File: config.mk
export PLATFORM = sky130hd
export DESIGN_NAME = alu_reservation_station
export DESIGN_NICKNAME = d
export VERILOG_FILES = /design/src/rtl/alu_reservation_station.sv
export SDC_FILE = /design/constraint.sdc
export NUM_CORES = 1
export LEC_CHECK = 0
export ABC_CLOCK_PERIOD_IN_PS = 7200
export BUFFER_PORTS_ARGS = -buffer_cell sky130_fd_sc_hd__buf_2
export CAP_MARGIN = 20
export CORE_UTILIZATION = 48
export DETAILED_ROUTE_END_ITERATION = 6
export GPL_ROUTABILITY_DRIVEN = 1
export PLACE_DENSITY = 0.67
export SETUP_SLACK_MARGIN = 0.05
export SYNTH_ARGS = -nofsm -noshare
export SYNTH_HDL_FRONTEND = slang
export SYNTH_SLANG_ARGS = --single-unit
File: constraint.sdc
create_clock -name clk -period 7.2 [get_ports clk]
set_clock_uncertainty 0.15 [all_clocks]
set_input_delay 0.72 -clock clk [delete_from_list [all_inputs] [get_ports clk]]
set_output_delay 0.72 -clock clk [all_outputs]
set_load 0.02 [all_outputs]
File: src/rtl/alu_reservation_station.sv
// Reservation station for integer ALU operations: holds dispatched ops until
// both operands are present (directly or via CDB snoop), then issues one per cycle.
//
// state   | meaning
// FREE    | entry empty, available for dispatch
// WAITING | op held, at least one operand still awaiting the CDB
// READY   | both operands captured, eligible for selection
module alu_reservation_station #(
  parameter int WIDTH   = 31,
  parameter int A_WIDTH = 3,
  parameter int ROB     = 2,
  parameter int ENTRIES = 4
) (
  input  logic                 clk,
  input  logic                 globalReset,
  input  logic                 clear,
  input  logic                 dispatchValid,
  input  logic [A_WIDTH:0]     dispatchControl,
  input  logic [ROB:0]         dispatchRob,
  input  logic [WIDTH:0]       dispatchSrc1,
  input  logic [WIDTH:0]       dispatchSrc2,
  input  logic                 dispatchRdy1,
  input  logic                 dispatchRdy2,
  input  logic [ROB:0]         dispatchTag1,
  input  logic [ROB:0]         dispatchTag2,
  input  logic                 cdbValid,
  input  logic [ROB:0]         cdbRob,
  input  logic [WIDTH:0]       cdbResult,
  input  logic                 aluAvailable,
  output logic                 stationFull,
  output logic                 issueValid,
  output logic signed [WIDTH:0] src1,
  output logic signed [WIDTH:0] src2,
  output logic [A_WIDTH:0]     ALUControl,
  output logic [ROB:0]         ALURob
);

  localparam int IW = (ENTRIES > 1) ? $clog2(ENTRIES) : 1;

  typedef enum logic [1:0] {
    FREE    = 2'd0,
    WAITING = 2'd1,
    READY   = 2'd2
  } state_t;

  state_t           st_q   [ENTRIES];
  state_t           st_d   [ENTRIES];
  logic [A_WIDTH:0] ctrl_q [ENTRIES];
  logic [A_WIDTH:0] ctrl_d [ENTRIES];
  logic [ROB:0]     rob_q  [ENTRIES];
  logic [ROB:0]     rob_d  [ENTRIES];
  logic [WIDTH:0]   val1_q [ENTRIES];
  logic [WIDTH:0]   val1_d [ENTRIES];
  logic [WIDTH:0]   val2_q [ENTRIES];
  logic [WIDTH:0]   val2_d [ENTRIES];
  logic [ROB:0]     tag1_q [ENTRIES];
  logic [ROB:0]     tag1_d [ENTRIES];
  logic [ROB:0]     tag2_q [ENTRIES];
  logic [ROB:0]     tag2_d [ENTRIES];
  logic             rdy1_q [ENTRIES];
  logic             rdy1_d [ENTRIES];
  logic             rdy2_q [ENTRIES];
  logic             rdy2_d [ENTRIES];

  logic          full;
  logic          alloc_found;
  logic [IW-1:0] alloc_idx;
  logic          sel_found;
  logic [IW-1:0] sel_idx;
  logic          disp_fire;
  logic          issue_fire;
  logic          byp1;
  logic          byp2;

  // Occupancy, lowest-free allocation and lowest-ready selection
  always_comb begin
    full        = 1'b1;
    alloc_found = 1'b0;
    alloc_idx   = '0;
    sel_found   = 1'b0;
    sel_idx     = '0;
    for (int i = 0; i < ENTRIES; i++) begin
      if (st_q[i] == FREE) begin
        full = 1'b0;
        if (!alloc_found) begin
          alloc_found = 1'b1;
          alloc_idx   = i[IW-1:0];
        end
      end
      if (st_q[i] == READY && !sel_found) begin
        sel_found = 1'b1;
        sel_idx   = i[IW-1:0];
      end
    end
  end

  assign stationFull = full;
  assign disp_fire   = dispatchValid && !full && alloc_found;
  assign issue_fire  = aluAvailable && sel_found;
  assign byp1        = !dispatchRdy1 && cdbValid && (dispatchTag1 == cdbRob);
  assign byp2        = !dispatchRdy2 && cdbValid && (dispatchTag2 == cdbRob);

  always_comb begin
    for (int i = 0; i < ENTRIES; i++) begin
      st_d[i]   = st_q[i];
      ctrl_d[i] = ctrl_q[i];
      rob_d[i]  = rob_q[i];
      val1_d[i] = val1_q[i];
      val2_d[i] = val2_q[i];
      tag1_d[i] = tag1_q[i];
      tag2_d[i] = tag2_q[i];
      rdy1_d[i] = rdy1_q[i];
      rdy2_d[i] = rdy2_q[i];
    end
    for (int i = 0; i < ENTRIES; i++) begin
      if (st_q[i] == WAITING) begin
        if (cdbValid && !rdy1_q[i] && (tag1_q[i] == cdbRob)) begin
          val1_d[i] = cdbResult;
          rdy1_d[i] = 1'b1;
        end
        if (cdbValid && !rdy2_q[i] && (tag2_q[i] == cdbRob)) begin
          val2_d[i] = cdbResult;
          rdy2_d[i] = 1'b1;
        end
        if (rdy1_d[i] && rdy2_d[i]) begin
          st_d[i] = READY;
        end
      end
      if (issue_fire && (sel_idx == i[IW-1:0])) begin
        st_d[i] = FREE;
      end
      // Allocation only targets FREE entries, so it never collides with issue
      if (disp_fire && (alloc_idx == i[IW-1:0])) begin
        ctrl_d[i] = dispatchControl;
        rob_d[i]  = dispatchRob;
        tag1_d[i] = dispatchTag1;
        tag2_d[i] = dispatchTag2;
        val1_d[i] = byp1 ? cdbResult : dispatchSrc1;
        val2_d[i] = byp2 ? cdbResult : dispatchSrc2;
        rdy1_d[i] = dispatchRdy1 || byp1;
        rdy2_d[i] = dispatchRdy2 || byp2;
        st_d[i]   = ((dispatchRdy1 || byp1) && (dispatchRdy2 || byp2)) ? READY : WAITING;
      end
    end
  end

  always_ff @(posedge clk) begin
    if (globalReset || clear) begin
      for (int i = 0; i < ENTRIES; i++) begin
        st_q[i] <= FREE;
      end
    end else begin
      for (int i = 0; i < ENTRIES; i++) begin
        st_q[i] <= st_d[i];
      end
    end
  end

  // Payload is only meaningful while the entry is occupied, so it needs no reset
  always_ff @(posedge clk) begin
    for (int i = 0; i < ENTRIES; i++) begin
      ctrl_q[i] <= ctrl_d[i];
      rob_q[i]  <= rob_d[i];
      val1_q[i] <= val1_d[i];
      val2_q[i] <= val2_d[i];
      tag1_q[i] <= tag1_d[i];
      tag2_q[i] <= tag2_d[i];
      rdy1_q[i] <= rdy1_d[i];
      rdy2_q[i] <= rdy2_d[i];
    end
  end

  always_ff @(posedge clk) begin
    if (globalReset || clear) begin
      issueValid <= 1'b0;
      src1       <= '0;
      src2       <= '0;
      ALUControl <= '0;
      ALURob     <= '0;
    end else begin
      issueValid <= issue_fire;
      if (issue_fire) begin
        src1       <= val1_q[sel_idx];
        src2       <= val2_q[sel_idx];
        ALUControl <= ctrl_q[sel_idx];
        ALURob     <= rob_q[sel_idx];
      end
    end
  end

endmodule

======== After elaboration in Yosys (flattened, before gate mapping) ========
Memory sizes are Yosys's and may differ from the RTL's. A register that Yosys moved wholly into a read port is not among the register bits.
Cells that the tools add are included.
cells by class
  mux-type cells .......................... 137
  reductions and logical operators ........ 76
  bitwise operators ....................... 4
  eq/ne operators ......................... 44
operator list
  kind                count
  $mux 32             26
  $mux 2              34
  $mux 1              55
  $mux 3              15
  $logic_and 1x1->1   39
  $eq 3x3->1          10
  $mux 4              7
  $ne 3x3->1 const B  8
  $eq 2x2->1 const B  8
  $ne 2x2->1 const B  8
  $reduce_and 2->1    8
  $logic_not 1->1     14
  $eq 2x1->1 const B  6
  $logic_not 2->1     6
  $reduce_or 4->1     3
  $reduce_or 3->1     3
  $ne 1x1->1 const B  4
  $or 1x1->1          4
  $logic_or 1x1->1    3
storage, ports and cells
  word-level logic and storage cells ...... 271
  output and inout port bits .............. 73
  memories ................................ 9
  bits in writable memories ............... 324
  flip-flop bits (word level) ............. 1
  bits of input ports ..................... 120
memory list
  name         words  width  rd ports  clocked after Yosys merged registers in  wr ports  line  source
  val1_q       4      32     1         1                                        4         52    logic [WIDTH:0] val1_q [ENTRIES];
  val2_q       4      32     1         1                                        4         54    logic [WIDTH:0] val2_q [ENTRIES];
  ctrl_q       4      4      1         1                                        1         48    logic [A_WIDTH:0] ctrl_q [ENTRIES];
  rob_q        4      3      1         1                                        1         50    logic [ROB:0] rob_q [ENTRIES];
  tag1_q       4      3      4         0                                        4         56    logic [ROB:0] tag1_q [ENTRIES];
  tag2_q       4      3      4         0                                        4         58    logic [ROB:0] tag2_q [ENTRIES];
  +3 memories  --     --     --        --                                       --        --

======== Depth between registers and ports, before layout ========
Gate-level depths: netlist of run 1.
An unclocked memory read counts as a cell.
  word-level depth ........................ 17
  depth in mapped cells ................... 7
  mapped depth without buffers ............ 6

======== Worst setup path before layout of run 1 ========
OpenSTA, ideal clock, no wires.
  path type ............................... input -> register
  start point ............................. input port cdbValid
  end point ............................... memory val1_q[0][0] (netlist bit) (enable)
  cell stages on the path ................. 4
  data required time ...................... 6539 ps
  path slack .............................. 1977 ps
  data arrival time ....................... 4562 ps
  buffers on the path ..................... 2
  library setup time ...................... 511 ps
  path through ............................ buf_2 -> clkbuf_1 -> nand3b_1 -> o41ai_1
RTL lines
  what             line  source
  start, declared  26    input logic cdbValid,
  end, declared    52

==> results.tsv, run 1 <==
stage	metric	value	unit
grt	grt_usage	25.0	%
floorplan	core	0.0378	sq mm
clocking	cts_tree	done	
sta	finalSetupTns	0	ps
place	place.gp.congestion	0.792	
sta	finalMaxSlewViolations	0	
clocking	cts.sinks	396	
routing	antenna_left	0	
worst_setup_path	crit_arrival	3930	ps
routing	routed_wl	49100	um
grt	antenna_found_initial	6	
yosys	synthDistinctLibCells	54	
power_and_ir_drop	power.density	252	mW/mm^2
worst_setup_path	reg2reg_slack	3580	ps
place	numPortBuffers	192	
routing	drt_iter0_markers	918	
yosys	synth_most_common_cell	edfxtp_1	
clocking	clk_latency	530	ps
floorplan	initial_core_util	48.9	%
power_and_ir_drop	power.leakage	7.58	nW
yosys	synth_edf_count	316	
routing	wl_per_cell	24.2	um
sta	relSlewSlack	29.3	%
yosys	synth_area_leaders	edfxtp_1 51%, mux2_2 13%, dfxtp_1 8.7%	
floorplan	die_h	198	um
place	placedCellCount	1946	
clocking	cts_made_buffers	42	
yosys	yosys_warnings	0	
sta	fmax	0.276	GHz
sta	final_hold_viol_count	0	
yosys	synth_area_leader_cell	edfxtp_1	
routing	num_vias	11900	
yosys	syn_area_per_cell	13.9	sq um
yosys	ys_seq_area_share	60.1	%
routing	vias_per_cell	5.88	
clocking	clock_path_buffers	3	
yosys	synth.cell_area	0.0184	sq mm
grt	grt.overflow.total	0	
sta	min_period	3620	ps
final_layout	fin_cells	2028	
sta	timing.final.crit_share	50.3	%
final_layout	drive_gt1_share	36.9	%
clocking	cts_root_buffer	clkbuf_16	
grt	grt_pass1_vias	11900	
sta	rsz0062_at_grt	no	
floorplan	num_rows	71	
worst_setup_path	crit_fanout	73	
routing	drc	0	
clocking	cts_hold_buf	0	
worst_hold_path	hold_class	in2reg	
yosys	ys_top_cells_by_count	316 x edfxtp_1, 215 x mux2_2, 127 x o21ai_0, 80 x dfxtp_1, 73 x a31oi_1	
routing	dr.pass1.iters	5	
floorplan	die_w	198	um
worst_setup_path	critPathRequiredTime	7500	ps
sta	setup_violations	0	
clocking	htreeDepth	2	
clocking	post_cts_buffers	0	
grt	grt_pass1_wl	72400	um
yosys	async_reset_ff_share	0	%
yosys	synth_top_area_share	51.4	%
worst_setup_path	cp-end-kind	flop	
place	dp_hpwl	27200	um
yosys	syn_inst	1326	
yosys	yosys_most_used_dff	edfxtp_1	
floorplan	num_io_pins	193	
clocking	path_clk_slew	60	ps
clocking	ctsResizeCount	0	
yosys	synth-seq-cells	396	
final_layout	finalNetCount	1599	
power_and_ir_drop	vdd_drop_max	0.205	mV
worst_setup_path	critPathLaunchType	flop	
final_layout	area_growth	15.0	%
worst_setup_path	critical_path_class	reg2reg	
job	drv_cap	0	
status	status	finished, final reports clean	
sta	worst_pin_slew	1060	ps
floorplan	dieArea	0.0392	sq mm
grt	grt_max_degree	77	
yosys	synth_nets	1446	
metal layers:
layer	track usage, %	wire length, um	up-vias
met5	0	33	-
met3	3.47	3210	87
met1	32.2	20200	5947
met2	43.3	24400	428
met4	8.47	1200	6
li1	-	-	5455
cells by family after synthesis:
kind of cell / count (synthesis) / share of synthesized area (%)
AOI/OAI and AO/OA: 390 / 13.5
muxes: 264 / 16.8
buffers and inverters: 107 / 3.48
xor gates and xnor gates: 30 / 1.42
DFF: 396 / 60.1
and+or+nand+nor: 139 / 4.65
flip-flops by register name, indices dropped and copies added, names as in the netlist, 4 cells and up:
signal and cells:
val1_q 128, st_q 8, rob_q 12, src2 32
ctrl_q 16, rdy2_q 4, src1 32, val2_q 128
tag1_q 12, ALUControl 4, tag2_q 12, rdy1_q 4
layout by cell type (no fill, tap or decap), types with 6 or more instances in the layout:
cell type and count:
clkbuf_8 6, a21boi_0 69, clkbuf_16 45, mux2_2 215, a22oi_1 70, xor2_1 14, and2_1 70, nand2_4 8
mux2_4 35, clkinv_2 10, buf_2 192, buf_4 17, o21ai_1 19, mux2_1 6, nor2_1 15, nand2_1 12
a31oi_1 73, dfxtp_1 80, mux2i_1 8, a41oi_1 6, o21ai_0 127, xnor2_1 16, bufinv_16 7, edfxtp_1 316
final cells by class:
class / count / area, sq um
fill: 3083 / 16600
sequential: 396 / 11100
multi-input combinational: 823 / 6830
clock buffer: 56 / 1230
timing repair buffer: 209 / 1090
tap: 511 / 639
clock inverter: 22 / 290
inverter: 7 / 27.5
antenna: 4 / 10.0
critical path: stages (launching register included):
cell     delay [ps]
dfxtp_1         350
and2b_4         250
buf_4           780
o31a_2          270
buf_4           550
buf_4           720
o21ai_0         180
a31oi_1         200
worst paths after layout:
check,startpoint,endpoint,cells after the start
setup / recovery,st_q[0][0],src2[1],7
hold reg to reg,st_q[1][0],st_q[1][0],2
setup reg to reg,st_q[0][0],src2[1],7
hold / removal,dispatchRob[2],rob_q[2][2],1
through the flow:
| stage | area [sq um] | setup slack, ps | util, % | power [mW] | hold WS [ps] |
|---|---|---|---|---|---|
| 3_3_place_gp | 19700 | 3760 | 52.1 | 3.03 | 332 |
| 4_1_cts | 21200 | 3620 | 56.1 | 5.36 | 240 |
| 3_5_place_dp | 19700 | 3630 | 52.1 | 3.04 | 352 |
| 2_1_floorplan | 18400 | 1980 | - | 2.89 | 316 |
| 5_1_grt | 21200 | 3340 | 56.1 | 5.48 | 248 |
| 6_report | 21200 | 3580 | 56.2 | 5.34 | 254 |
power by group:
part	switching (mW)	internal, mW
combinational	0.244	0.170
clock	0.891	1.45
sequential	0.0223	2.56
Note: power is estimated with default switching activity, not from simulation.
==> run 2, diff against run 1 <==
--- a/config.mk
+++ b/config.mk
@@ -5,7 +5,7 @@
 export SDC_FILE = /design/constraint.sdc
 export NUM_CORES = 1
 export LEC_CHECK = 0
-export ABC_CLOCK_PERIOD_IN_PS = 7200
+export ABC_CLOCK_PERIOD_IN_PS = 3700
 export BUFFER_PORTS_ARGS = -buffer_cell sky130_fd_sc_hd__buf_2
 export CAP_MARGIN = 20
 export CORE_UTILIZATION = 48
==> constraint.sdc (replaced) <==
create_clock -name clk -period 3.7 [get_ports clk]
set_clock_uncertainty 0.15 [all_clocks]
set_input_delay 0.37 -clock clk [delete_from_list [all_inputs] [get_ports clk]]
set_output_delay 0.37 -clock clk [all_outputs]
set_load 0.02 [all_outputs]
==> run 2 against run 1 <==
  * The run now ends with design-rule violations left
  * Highest routed layer unchanged
  * Die area unchanged
  * Register-to-register slack got worse by 2900 ps
  * Final area up 1.0%
  * Sequential power up 95%
  * Non-clock buffer count up 20
  * Routed wire length rose by 0.10%
  * Global-route usage rose by 0.22 points
  * Clock power up 88%
  * First-iteration DRC count decreased by 5.4%
  * Critical path type unchanged
  * Cell count is 1.1% higher
  * Sequential share of layout area shrank 0.52 points
  * Via count increased by 1.5%
==> results.tsv, run 2 (synthesis results as in run 1) <==
stage	metric	value	unit
clocking	cts_tree	done	
sta	setup_violations	0	
worst_hold_path	hold_class	in2reg	
floorplan	die_h	198	um
grt	grt_usage	25.2	%
worst_setup_path	cpPeakStageDelay	670	ps
sta	setup_slack	691	ps
sta	min_period	3010	ps
sta	timing.final.crit_share	81.3	%
sta	finalSetupTns	0	ps
final_layout	area_growth	16.1	%
final_layout	finalNetCount	1620	
worst_setup_path	critical_path_class	reg2reg	
power_and_ir_drop	switchingPower	2.28	mW
power_and_ir_drop	power.leakage	7.68	nW
routing	wl_per_cell	24.0	um
routing	antenna_left	0	
routing	drt_iter0_markers	868	
final_layout	fillers	3088	
place	numPortBuffers	192	
clocking	path_clk_slew	60	ps
grt	grt_pass1_vias	12100	
sta	rsz0062_at_grt	no	
final_layout	final_cell_mix	316 x edfxtp_1, 215 x mux2_2, 192 x buf_2, 127 x o21ai_0, 80 x dfxtp_1	
grt	grt_use_met2	42.6	%
floorplan	initial_core_util	48.9	%
clocking	cts.sinks	396	
grt	antenna_found_initial	8	
sta	worst_pin_slew	1040	ps
clocking	clock_path_buffers	3	
routing	routed_wl	49100	um
grt	grt_max_degree	77	
clocking	htreeDepth	2	
power_and_ir_drop	sw_frac_of_total	22.2	%
grt	grtUsageMet3	3.76	%
sta	finalMaxSlewViolations	0	
job	drv_cap	0	
worst_setup_path	crit_arrival	3150	ps
power_and_ir_drop	pwr-share-comb	8.1	%
clocking	cts_root_buffer	clkbuf_16	
power_and_ir_drop	vdd_drop_max	0.289	mV
sta	final_hold_viol_count	0	
clocking	post_cts_buffers	0	
place	dp_hpwl	28500	um
floorplan	die_w	198	um
status	violations	design-rule violations	
routing	drc	2	
routing	dr.pass1.iters	7	
final_layout	final_common_cell	edfxtp_1	
grt	top_usage_layer	met2	
worst_setup_path	crit_fanout	17	
routing	vias_per_cell	5.90	
routing	num_vias	12100	
floorplan	dieArea	0.0392	sq mm
floorplan	num_io_pins	193	
worst_setup_path	critPathLaunchType	flop	
worst_setup_path	cp-end-kind	flop	
sta	fmax	0.332	GHz
worst_setup_path	cp_cell_sequence	nor2_1 -> nand2_1 -> inv_1 -> nand2_4 -> buf_4 -> mux2_4	
worst_setup_path	critPathRequiredTime	3840	ps
clocking	cts_made_buffers	43	
clocking	clk_latency	540	ps
final_layout	reg_top3	val1_q: 128 flops, val2_q: 128 flops	
place	place_worst_setup_slack	729	ps
power_and_ir_drop	power_frac_clock	42.9	%
floorplan	num_rows	71	
grt	grt_pass1_wl	73700	um
floorplan	core	0.0378	sq mm
status	status	finished with violations	
power_and_ir_drop	power.density	479	mW/mm^2
power_and_ir_drop	p_seq_share	49.0	%
worst_setup_path	crit_slowest_cell	inv_1	
sta	relSlewSlack	30.5	%
power_and_ir_drop	power	10.3	mW
grt	met1_usage	33.2	%
final_layout	drive_gt1_share	36.3	%
place	place.gp.congestion	0.829	
grt	grt.overflow.total	0	
power_and_ir_drop	power.internal	7.98	mW
==> run 2: timing repair <==
action,CTS,global route
hold endpoints to repair,56,0
hold buffers,16,0
gates resized for setup,0,0
==> run 2: per-layer routing <==
| metal | vias to the layer above | wire length, um |
|---|---|---|
| li1 | 5510 | - |
| met1 | 6087 | 20900 |
| met2 | 419 | 24000 |
| met3 | 84 | 2970 |
| met4 | 4 | 1270 |
| met5 | - | 26 |
==> run 2: worst paths after layout <==
| path | startpoint | end | slack, ps | cells past startpoint |
|---|---|---|---|---|
| hold reg to reg | st_q[1][0] | st_q[1][0] | 360 | 2 |
| setup / recovery | st_q[0][1] | val2_q[0][14] | 690 | 6 |
| setup reg to reg | st_q[0][1] | val2_q[0][14] | 690 | 6 |
| hold / removal | dispatchSrc2[2] | val2_q[0][2] | 20 | 2 |
==> run 2: worst max-delay path: cells and delay by family (launching register included) <==
family | cells | cell delay [ps]
flops | 1 | 360
simple gates | 3 | 870
buf+inv | 2 | 1020
mux | 1 | 320
==> run 2: metrics by stage <==
stage	instances	instance area (sq um)	utilization [%]	hold slack, ps
2_1_floorplan	1326	18500	-	316
4_1_cts	2045	21400	56.7	2.47
3_3_place_gp	1950	19800	52.4	349
5_1_grt	2050	21400	56.7	9.78
3_5_place_dp	1950	19800	52.4	350
6_report	2051	21400	56.7	22.3
==> run 2: area by class of cell <==
| type | count | area (sq um) | share of cell area [%] |
|---|---|---|---|
| inverters | 7 | 27.5 | 0.129 |
| flip-flops and latches | 396 | 11100 | 51.8 |
| well taps | 511 | 639 | 2.99 |
| clock inverters | 21 | 235 | 1.10 |
| diodes | 6 | 15.0 | 0.0701 |
| repair buffers | 229 | 1320 | 6.15 |
| clock buffers | 58 | 1210 | 5.67 |
| multi-input cells | 823 | 6870 | 32.1 |
==> run 2: power groups by stage <==
stage          combinational (mW)  sequential (mW)  clock [mW]
6_report                    0.829             5.02        4.40
5_1_grt                     0.886             5.03        4.64
4_1_cts                     0.827             5.02        4.47
3_5_place_dp                0.808             5.12           0
3_3_place_gp                0.785             5.11           0
2_1_floorplan               0.502             5.13           0
